$ cat src/rtl/if_id_fetch_queue_if.sv
// Fetch-queue bus: fetch control, imem request/response and ID-side ports.
// master = fetch queue, slave = surrounding pipeline/memory.
interface if_id_fetch_queue_if #(
  parameter int DEPTH = 4
);
  localparam int CW = $clog2(DEPTH) + 1;

  logic          pc_write;
  logic          PCSrc;
  logic [31:0]   PC_Branch;
  logic          imem_req_valid;
  logic          imem_req_ready;
  logic [31:0]   imem_req_addr;
  logic          imem_rsp_valid;
  logic [31:0]   imem_rsp_data;
  logic          id_valid;
  logic          id_ready;
  logic [31:0]   PC_ID;
  logic [31:0]   INSTRUCTION_ID;
  logic [CW-1:0] count;
  logic          rsp_err;

  modport master (
    input  pc_write, PCSrc, PC_Branch,
    input  imem_req_ready, imem_rsp_valid, imem_rsp_data,
    input  id_ready,
    output imem_req_valid, imem_req_addr,
    output id_valid, PC_ID, INSTRUCTION_ID,
    output count, rsp_err
  );

  modport slave (
    output pc_write, PCSrc, PC_Branch,
    output imem_req_ready, imem_rsp_valid, imem_rsp_data,
    output id_ready,
    input  imem_req_valid, imem_req_addr,
    input  id_valid, PC_ID, INSTRUCTION_ID,
    input  count, rsp_err
  );
endinterface

$ cat src/rtl/if_id_fetch_queue.sv
// IF/ID fetch queue: PC generation, credit-limited imem requests,
// in-flight PC tracking and an in-order instruction queue toward ID.
module if_id_fetch_queue #(
  parameter int          DEPTH    = 4,
  parameter logic [31:0] RESET_PC = 32'h0000_0000
) (
  input logic                  clk,
  input logic                  reset,
  if_id_fetch_queue_if.master  bus
);
  localparam int AW = $clog2(DEPTH);
  localparam int CW = AW + 1;
  localparam logic [CW:0] DEPTH_W = DEPTH[CW:0];

  logic [31:0]   pc_q, pc_d;
  logic [CW-1:0] count_q, count_d;
  logic [CW-1:0] out_q, out_d;
  logic [CW-1:0] drop_q, drop_d;
  logic [AW-1:0] qwr_q, qwr_d;
  logic [AW-1:0] qrd_q, qrd_d;
  logic [AW-1:0] fwr_q, fwr_d;
  logic [AW-1:0] frd_q, frd_d;
  logic          err_q, err_d;

  logic [31:0] qpc_mem  [DEPTH];
  logic [31:0] qins_mem [DEPTH];
  logic [31:0] fpc_mem  [DEPTH];

  logic        flush;
  logic        req_v;
  logic        req_hs;
  logic        deq;
  logic        rsp_ok;
  logic        drop;
  logic        enq;
  logic        has_head;
  logic [CW:0] credit;
  logic        unused_br;

  assign unused_br = ^bus.PC_Branch[1:0];

  assign flush    = bus.PCSrc;
  assign has_head = (count_q != '0);
  assign credit   = {1'b0, count_q} + {1'b0, out_q};

  // Outstanding requests reserve queue slots, so responses never stall.
  assign req_v  = reset & bus.pc_write & ~flush
                & (credit < DEPTH_W);
  assign req_hs = req_v & bus.imem_req_ready;
  assign deq    = has_head & ~flush & bus.id_ready;
  assign rsp_ok = bus.imem_rsp_valid & (out_q != '0);
  assign drop   = rsp_ok & (drop_q != '0);
  assign enq    = rsp_ok & (drop_q == '0) & ~flush;

  always_comb begin
    pc_d    = pc_q;
    count_d = count_q + CW'(enq) - CW'(deq);
    out_d   = out_q + CW'(req_hs) - CW'(rsp_ok);
    drop_d  = drop_q;
    qwr_d   = qwr_q + AW'(enq);
    qrd_d   = qrd_q + AW'(deq);
    fwr_d   = fwr_q + AW'(req_hs);
    frd_d   = frd_q + AW'(enq);
    err_d   = err_q | (bus.imem_rsp_valid & (out_q == '0));
    if (drop) begin
      drop_d = drop_q - 1'b1;
    end
    if (req_hs) begin
      pc_d = pc_q + 32'd4;
    end
    // Every request still in flight at a redirect is wrong-path.
    if (flush) begin
      pc_d    = {bus.PC_Branch[31:2], 2'b00};
      count_d = '0;
      drop_d  = out_q - CW'(rsp_ok);
      qwr_d   = '0;
      qrd_d   = '0;
      fwr_d   = '0;
      frd_d   = '0;
    end
  end

  always_ff @(posedge clk or negedge reset) begin
    if (!reset) begin
      pc_q    <= RESET_PC;
      count_q <= '0;
      out_q   <= '0;
      drop_q  <= '0;
      qwr_q   <= '0;
      qrd_q   <= '0;
      fwr_q   <= '0;
      frd_q   <= '0;
      err_q   <= 1'b0;
    end else begin
      pc_q    <= pc_d;
      count_q <= count_d;
      out_q   <= out_d;
      drop_q  <= drop_d;
      qwr_q   <= qwr_d;
      qrd_q   <= qrd_d;
      fwr_q   <= fwr_d;
      frd_q   <= frd_d;
      err_q   <= err_d;
    end
  end

  always_ff @(posedge clk) begin
    if (req_hs) begin
      fpc_mem[fwr_q] <= pc_q;
    end
    if (enq) begin
      qpc_mem[qwr_q]  <= fpc_mem[frd_q];
      qins_mem[qwr_q] <= bus.imem_rsp_data;
    end
  end

  assign bus.imem_req_valid = req_v;
  assign bus.imem_req_addr  = pc_q;
  assign bus.id_valid       = has_head & ~flush;
  assign bus.PC_ID          = has_head ? qpc_mem[qrd_q]  : 32'h0;
  assign bus.INSTRUCTION_ID = has_head ? qins_mem[qrd_q] : 32'h0;
  assign bus.count          = count_q;
  assign bus.rsp_err        = err_q;
endmodule

$ cat src/flat_wrapper.sv
// flat-port wrapper written by rule: the top's interface ports become plain ports
module if_id_fetch_queue_flat 
#(
  parameter int          DEPTH    = 4,
  parameter logic [31:0] RESET_PC = 32'h0000_0000
)
  (clk, reset, bus_pc_write, bus_PCSrc, bus_PC_Branch, bus_imem_req_ready, bus_imem_rsp_valid, bus_imem_rsp_data, bus_id_ready, bus_imem_req_valid, bus_imem_req_addr, bus_id_valid, bus_PC_ID, bus_INSTRUCTION_ID, bus_count, bus_rsp_err);
  if_id_fetch_queue_if #(.DEPTH(DEPTH)) bus_i ();
  input logic clk;
  input logic reset;
  input wire logic [$bits(bus_i.pc_write)-1:0] bus_pc_write;
  input wire logic [$bits(bus_i.PCSrc)-1:0] bus_PCSrc;
  input wire logic [$bits(bus_i.PC_Branch)-1:0] bus_PC_Branch;
  input wire logic [$bits(bus_i.imem_req_ready)-1:0] bus_imem_req_ready;
  input wire logic [$bits(bus_i.imem_rsp_valid)-1:0] bus_imem_rsp_valid;
  input wire logic [$bits(bus_i.imem_rsp_data)-1:0] bus_imem_rsp_data;
  input wire logic [$bits(bus_i.id_ready)-1:0] bus_id_ready;
  output wire logic [$bits(bus_i.imem_req_valid)-1:0] bus_imem_req_valid;
  output wire logic [$bits(bus_i.imem_req_addr)-1:0] bus_imem_req_addr;
  output wire logic [$bits(bus_i.id_valid)-1:0] bus_id_valid;
  output wire logic [$bits(bus_i.PC_ID)-1:0] bus_PC_ID;
  output wire logic [$bits(bus_i.INSTRUCTION_ID)-1:0] bus_INSTRUCTION_ID;
  output wire logic [$bits(bus_i.count)-1:0] bus_count;
  output wire logic [$bits(bus_i.rsp_err)-1:0] bus_rsp_err;
  assign bus_i.pc_write = bus_pc_write;
  assign bus_i.PCSrc = bus_PCSrc;
  assign bus_i.PC_Branch = bus_PC_Branch;
  assign bus_i.imem_req_ready = bus_imem_req_ready;
  assign bus_i.imem_rsp_valid = bus_imem_rsp_valid;
  assign bus_i.imem_rsp_data = bus_imem_rsp_data;
  assign bus_i.id_ready = bus_id_ready;
  assign bus_imem_req_valid = bus_i.imem_req_valid;
  assign bus_imem_req_addr = bus_i.imem_req_addr;
  assign bus_id_valid = bus_i.id_valid;
  assign bus_PC_ID = bus_i.PC_ID;
  assign bus_INSTRUCTION_ID = bus_i.INSTRUCTION_ID;
  assign bus_count = bus_i.count;
  assign bus_rsp_err = bus_i.rsp_err;
  if_id_fetch_queue #(.DEPTH(DEPTH), .RESET_PC(RESET_PC)) u_core (.clk(clk), .reset(reset), .bus(bus_i));
endmodule
$ cat config.mk
export PLATFORM = sky130hd
export DESIGN_NAME = if_id_fetch_queue_flat
export DESIGN_NICKNAME = d
export VERILOG_FILES = /design/src/rtl/if_id_fetch_queue_if.sv /design/src/rtl/if_id_fetch_queue.sv /design/src/flat_wrapper.sv
export SDC_FILE = /design/constraint.sdc
export NUM_CORES = 1
export LEC_CHECK = 0
export CORE_MARGIN = 1.5
export CORE_UTILIZATION = 45
export DETAILED_ROUTE_END_ITERATION = 16
export HOLD_SLACK_MARGIN = 0.12
export PLACE_DENSITY = 0.64
export SLEW_MARGIN = 10
export SYNTH_ARGS = -nofsm -noshare
export SYNTH_HDL_FRONTEND = slang
export SYNTH_SLANG_ARGS = --single-unit
$ cat constraint.sdc
create_clock -name clk -period 8.71 [get_ports clk]
set_input_delay 1.742 -clock clk [delete_from_list [all_inputs] [get_ports clk]]
set_output_delay 1.742 -clock clk [all_outputs]
set_load 0.005 [all_outputs]
======== Yosys cells after proc, flatten, opt, wreduce, memory -nomap -nowiden ========
Memories as Yosys holds them, arrays and structs flattened.
Cells that the tools add are included.
Widths: inputs -> output; s select.
word-level totals
  register bits ........................... 50
  bits in writable memories ............... 384
  output and inout bits ................... 102
  memories kept ........................... 3
operators by class
  add/subtract/negate cells ............... 12
  $lt $le $gt $ge ......................... 1
  multiplexer cells ....................... 15
  bitwise gates (word level) .............. 13
  reduce and logical (&&, ||, !) cells .... 7
memories
  name             depth  bits a word  rd ports  clocked after memory_dff  wr ports  line                     source
  u_core.fpc_mem   4      32           1         0                         1         if_id_fetch_queue.sv:27  logic [31:0] fpc_mem [DEPTH];
  u_core.qins_mem  4      32           1         0                         1         if_id_fetch_queue.sv:26  logic [31:0] qins_mem [DEPTH];
  u_core.qpc_mem   4      32           1         0                         1         if_id_fetch_queue.sv:25  logic [31:0] qpc_mem [DEPTH];
operators with widths
  kind                   count
  $mux 32                4
  $add 32x3->32 const B  1
  $and 1x1->1            11
  $mux 3                 3
  $reduce_bool 3->1      3
  $sub 3x1->3            3
  $add 2x1->2            4
  $mux 2                 4
  $add 3x1->3            2
  $logic_not 3->1        2
  $add 3x3->4            1
  $lt 4x3->1 const B     1
  $mux 1                 4
  $reduce_bool 2->1      2
  $sub 3x1->3 const B    1
  $not 1->1              1
  $or 1x1->1             1

======== Longest topological paths before layout ========
Gate-level depths: netlist (run 1).
  depth in word-level cells ............... 7
  gate-level depth with buffers ........... 10
  depth with buffers taken out ............ 10

======== Worst setup path after synthesis (run 1) ========
Ideal clock, no wire load.
  path kind ............................... in2reg
  start ................................... input bus_imem_rsp_valid
  end ..................................... memory u_core.qins_mem[0][0], enable pin
  library setup time ...................... 0.573 ns
  arrival time ............................ 7.167 ns
  data required time ...................... 8.137 ns
  path slack .............................. 0.970 ns
  cell stages on the path ................. 3
  path buffers ............................ 0
  path through ............................ o31ai_1 -> nor4b_1 -> nor3b_1
on the way
  longest elaborated chain between the ends .. 5
RTL lines
  what                          line                      source
  start: declaration            flat_wrapper.sv:15        input wire logic [$bits(bus_i.imem_rsp_valid)-1:0] bus_imem_rsp_valid;
  $and 1x1->1                   if_id_fetch_queue.sv:51   assign rsp_ok = bus.imem_rsp_valid & (out_q != '0);
  $and 1x1->1 (2 in a row)      if_id_fetch_queue.sv:53   assign enq = rsp_ok & (drop_q == '0) & ~flush;
  $mux 1                        if_id_fetch_queue.sv:111  if (enq) begin
  $mux 1 (implied by the code)  if_id_fetch_queue.sv:113  qins_mem[qwr_q] <= bus.imem_rsp_data;
  end: declaration              if_id_fetch_queue.sv:26
No other way between the ends.

======== Worst setup path after layout (run 1) ========
  start ................................... input reset
  end ..................................... output bus_imem_req_valid
on the way
  longest elaborated chain between the ends .. 3
RTL lines
  what                      line                     source
  start: declaration        flat_wrapper.sv:10       input logic reset;
  $and 1x1->1 (2 in a row)  if_id_fetch_queue.sv:47  assign req_v = reset & bus.pc_write & ~flush
  $and 1x1->1               if_id_fetch_queue.sv:48  & (credit < DEPTH_W);
  end: declaration          flat_wrapper.sv:18       output wire logic [$bits(bus_i.imem_req_valid)-1:0] bus_imem_req_valid;
No other way between the ends.

==> results.toml, run 1 <==
[logic_synthesis]
yosys.area.top_type_share_pct = 66.66
syn_area_sq_um = 16580
avgSynthCellArea_sq_um = 18.86
synth_top_cell_by_area = "edfxtp_1"
yosys.cell_types.count = 53
synthArstFlopShare_pct = 11.54
synth-main-ff-cell = "edfxtp_1"
synthCells = 879
synth_commonest_cells = "edfxtp_1, mux4_2, nor2b_1"
ys_warn_count = 0
synth-seq-area-share_pct = 73.91
synth-edff-count = 368
synth_most_common_cell = "edfxtp_1"
ys_ff_latch = 416
yosys-top-cells-area = "edfxtp_1, mux4_2, dfrtp_1, nor2b_1, ha_1"

[cells_and_area]
finalNonFillerCells = 1562
fin_util_pct = 55.20
diodes = 0
layout.nets = 1152
fill_cells = 2883
area_growth_pct = 21.33
drive_above_1_share_pct = 17.28

[critical_path]
cp_slowest_stage_delay_ns = 0.51
cp_slowest_cell = "clkdlybuf4s50_1"
cp-start-kind = "primary input"
crit_arrival_ns = 3.47
crit_type = "in2out"
timing.critical_path.fanout_max = 49
path_cells = "buf_2, buf_4, nor4b_4, and3_1, clkdlybuf4s50_1"
reg2reg_slack_ns = 5.52
critical_path.top_delay_family = "buffers and inverters"
crit_required_ns = 6.97
worst_setup_path_end_kind = "primary output"
cp_num_buf_inv = 3

[clock_tree]
cts.reportedPaths.clkPinSlew_ns = 0.06
cts_hold_buf = 0
cts_setup_buffers = 0
clk_latency_ns = 0.54
cts_buffers = 43
cts_tree = "yes"
cts_max_level = 2
cts_buffer_depth = 3
post_cts_resized = 0
cts-root-buf = "clkbuf_16"
clock-sinks = 416

[detailed_routing]
drc = 0
wl_per_cell_um = 21.35
routed_wl_um = 33350
drt_iter0_drc = 556
ant_nets = 0
drt-pass1-iter-count = 5
vias = 8590
vias_per_cell = 5.499

[global_route]
grt_pass1_wl_um = 52050
overflow = 0
grt_util_all_layers_pct = 17.91
antenna_found_initial = 0
first_global_vias = 8867
grt_start_max_net_pins = 64

[power_and_ir_drop]
leakage_nw = 6.540
switching_share_pct = 24.82
power.internal_mw = 3.870
netSwitchingPower_mw = 1.277
clkPwrFrac_pct = 34.0
power_mw = 5.147
p_comb_share_pct = 19.7
seq_power_share_pct = 46.3
ir_worst_vdd_mv = 0.1594
p_per_area_nw_per_um2 = 255.9

[timing]
tightest_slew_ns = 1.047
fin_ws_ns = 3.496
post-route-period-util_pct = 59.86
slew-limit-headroom_pct = 29.89
final_max_slew_viol_count = 0
clock-skew-final_ns = 0.02652
fmax_ghz = 0.1918
hold_viol_final = 0
period_needed_ns = 5.214
setup_violations = 0
setup_tns_ns = 0
rsz0062_at_grt = "no"

[floorplanning]
dieArea_sq_um = 38000
core_sq_um = 36430
start_util_pct = 45.50
rows = 70
num_io_pins = 173
die_h_um = 194.9
die_w_um = 194.9

[placed_design]
gp_congestion = 0.8078
dp_slack_ns = 3.454
port_buffers = 166
place_hpwl_um = 19730
numPlacedInstances = 1487

[status]
status = "finished, final reports clean"

[min_path]
min_path_type = "reg2reg"

[job]
maxCapViolations = 0
power by group through the flow:
stage / combinational (mW) / clock (mW) / sequential [mW]
finish: 1.01 / 1.75 / 2.38
global route: 1.11 / 1.87 / 2.40
CTS: 1.04 / 1.79 / 2.39
detailed placement: 1.04 / 0 / 2.43
global placement: 1.03 / 0 / 2.42
floorplan: 0.513 / 0 / 2.38
cell type report:
cell class / instances / area [sq um] / share of cell area [%]
clock buffer: 53 / 1156 / 5.748
multi-input combinational: 401 / 4076 / 20.27
inverter: 19 / 71.32 / 0.3546
tap: 468 / 585.6 / 2.911
clock inverter: 22 / 185.2 / 0.9207
timing repair buffer: 183 / 1779 / 8.846
sequential: 416 / 12260 / 60.95
final timing paths:
kind                                                 to  depth (start not counted)               start
setup / recovery                     bus_imem_req_valid                          5               reset
hold / removal                       u_core.bus.rsp_err                          1  u_core.bus.rsp_err
setup reg to reg                  u_core.qins_mem[0][9]                          5     u_core.out_q[2]
hold reg to reg                      u_core.bus.rsp_err                          1  u_core.bus.rsp_err
max in group asynchronous               u_core.qrd_q[0]                          2               reset
min in group asynchronous  u_core.bus.imem_req_addr[18]                          2               reset
per-stage QoR:
step	cell area, sq um	hold slack (ns)
6_report	20110	0.4919
5_1_grt	20110	0.5092
4_1_cts	20110	0.4876
3_5_place_dp	18770	0.4617
3_3_place_gp	18770	0.4812
2_1_floorplan	16590	0.4510
cell usage in the layout (no fill, tap or decap), types with 3 or more instances in the layout:
master,count
o311ai_0,8
a22oi_1,4
a21o_1,3
o211ai_1,11
nand3_1,21
nor2_1,18
o21ai_0,24
conb_1,4
nor3_1,3
clkinvlp_4,3
dfrtp_1,44
nor2b_1,68
mux4_2,92
a21oi_1,5
clkbuf_1,8
buf_4,17
a31oi_1,9
edfxtp_1,368
clkdlybuf4s50_1,164
nand2_1,46
bufinv_16,3
clkinv_2,4
clkinv_1,11
and2_1,3
xnor2_1,9
or3_1,5
clkbuf_16,45
dfrtp_2,3
ha_1,15
nand4_1,11
inv_1,18
and3_1,3
nor3_2,3
registers in the layout, indices dropped and copies added (netlist names), 3 cells and up:
signal,flops
u_core.drop_q,3
u_core.fpc_mem,120
u_core.bus.imem_req_addr,30
u_core.qins_mem,128
u_core.out_q,3
u_core.bus.count,3
u_core.qpc_mem,120
logic make-up after synthesis:
family	after synthesis	share of synthesized area [%]
AO/OA/AOI/OAI	73	2.921
XOR/XNOR	11	0.5812
adder cells (fa/ha/maj)	17	1.374
buffers and inverters	65	1.774
flip-flops	416	73.91
multiplexers	93	12.56
other	1	0.02262
AND/OR/NAND/NOR	203	6.861
routing by layer:
metal	up-vias	routed length, um	global-route usage, %
li1	3871	-	-
met1	4416	15130	25.62
met2	260	15780	28.66
met3	43	1813	3.089
met4	0	629	4.709
met5	-	0	0
Power figures use the tool's default switching activity.
==> run 2: changes to the inputs <==
==> constraint.sdc (replaced) <==
create_clock -name clk -period 4.9 [get_ports clk]
set_input_delay 0.98 -clock clk [delete_from_list [all_inputs] [get_ports clk]]
set_output_delay 0.98 -clock clk [all_outputs]
set_load 0.005 [all_outputs]
==> run 2 against run 1 <==
Compared with the run above:
- combinational power up 79%
- critical path depth down 1
- critical path type is now reg2out
- worst setup slack worse by 2.5 ns
- sequential share of layout area down 0.17 points
- die area unchanged
- wire length down 1.8%
==> results.toml, run 2 (same netlist as run 1, synthesis figures left out) <==
[placed_design]
place_hpwl_um = 19740
dp_slack_ns = 1.442
port_buffers = 166
gp_congestion = 0.8379

[critical_path]
path_cells = "buf_4, mux4_2, nor2b_1, clkdlybuf4s50_1"
cp_slowest_cell = "dfrtp_4"
reg2reg_from = "u_core.bus.count[1]"
crit_required_ns = 3.92
worst_setup_path_end_kind = "primary output"
reg2reg_slack_ns = 2.00
crit_arrival_ns = 2.88
rr_worst_depth = 11
worstReg2RegEnd = "u_core.bus.count[2]"
timing.critical_path.fanout_max = 19
cp-start-kind = "flip-flop"
crit_type = "reg2out"
cp_slowest_stage_delay_ns = 0.70

[clock_tree]
clk_latency_ns = 0.55
cts_buffers = 43
cts_tree = "yes"
cts-root-buf = "clkbuf_16"
cts_buffer_depth = 3
clock-sinks = 416
cts_hold_buf = 0
post_cts_resized = 0
cts_setup_buffers = 0
cts.reportedPaths.clkPinSlew_ns = 0.06
cts_max_level = 2

[min_path]
hold_start = "u_core.bus.rsp_err"
min_path_type = "reg2reg"
min_to = "u_core.bus.rsp_err"
hold_depth = 1

[cells_and_area]
diodes = 0
area_growth_pct = 21.68
largest_reg_flops = 128
fill_cells = 2827
layout_common_cells = "edfxtp_1, clkdlybuf4s50_1, mux4_2"
fin_util_pct = 55.36
drive_above_1_share_pct = 17.79
registers.top_by_ff_count = "u_core.qins_mem"
layout.nets = 1156
mostFrequentLayoutCell = "edfxtp_1"
layout_top_registers = "u_core.qins_mem x128, u_core.fpc_mem x120, u_core.qpc_mem x120"

[global_route]
grt_start_max_net_pins = 64
first_global_vias = 8966
overflow = 0
grt_util_all_layers_pct = 17.76
antenna_found_initial = 0
grt_pass1_wl_um = 51670

[timing]
slew-limit-headroom_pct = 34.33
fmax_ghz = 0.2589
setup_tns_ns = 0
hold_viol_final = 0
clock-skew-final_ns = 0.02343
fin_ws_ns = 1.038
final_max_slew_viol_count = 0
setup_violations = 0
rsz0062_at_grt = "no"
period_needed_ns = 3.862
tightest_slew_ns = 0.9815
post-route-period-util_pct = 78.81

[power_and_ir_drop]
p_per_area_nw_per_um2 = 449.2
ir_worst_vdd_mv = 0.7633
leakage_nw = 6.576

[status]
status = "finished, final reports clean"

[floorplanning]
die_h_um = 194.9
dieArea_sq_um = 38000
die_w_um = 194.9
start_util_pct = 45.50
rows = 70
num_io_pins = 173
core_sq_um = 36430

[detailed_routing]
drt-pass1-iter-count = 5
drt_iter0_drc = 501
drc = 0
vias = 8568
ant_nets = 0
wl_per_cell_um = 20.86
vias_per_cell = 5.457
routed_wl_um = 32740

[job]
maxCapViolations = 0
[run 2: stage by stage]
stage | total power [mW] | hold slack (ns) | area, sq um | cells
2_1_floorplan | 5.137 | 0.4510 | 16600 | 882
3_3_place_gp | 6.141 | 0.4545 | 18860 | 1491
3_5_place_dp | 6.172 | 0.4467 | 18860 | 1491
4_1_cts | 9.201 | 0.4683 | 20170 | 1570
5_1_grt | 9.475 | 0.4843 | 20170 | 1570
6_report | 9.060 | 0.4674 | 20170 | 1570
[run 2: metal layers]
layer	GRT usage [%]	vias to the layer above	share of wire, %
li1	-	3889	-
met1	24.73	4366	45
met2	29.11	261	48
met3	3.054	52	5.1
met4	4.852	0	2.2
met5	0	-	0
[run 2: worst max-delay path by stage]
stage	startpoint	endpoint	slack, ns	depth (start not counted)
floorplan	bus_imem_rsp_valid	u_core.qins_mem[0][0]	0.14	3
global placement	bus_imem_rsp_valid	u_core.qins_mem[0][8]	1.39	5
detailed placement	bus_imem_rsp_valid	u_core.qins_mem[0][8]	1.44	5
CTS	u_core.qrd_q[0]	bus_PC_ID[27]	0.93	4
global route	u_core.qrd_q[0]	bus_PC_ID[27]	0.84	4
finish	u_core.qrd_q[0]	bus_PC_ID[27]	1.04	4
[run 2: where the power goes]
group	switching, mW	leakage (nW)	internal, mW
combinational	0.801	2.02	1.01
clock	1.27	0.651	1.74
sequential	0.187	3.91	4.05
total	2.26	6.58	6.80
[run 2: cell type report]
class                   count  area, sq um  share of cell area (%)
flip-flops and latches    416        12260                   60.78
clock buffers              58         1174                   5.819
repair buffers            187         1859                   9.218
inverters                  19        71.32                  0.3536
well taps                 468        585.6                   2.903
multi-input cells         401         4081                   20.23
clock inverters            21        140.1                  0.6947
[run 2: worst max-delay path: cells and delay by family, from the launching register on]
family | cells | cell delay, ns
muxes | 1 | 0.55
and+or+nand+nor | 1 | 0.14
DFF | 1 | 0.70
buffers and inverters | 2 | 0.95
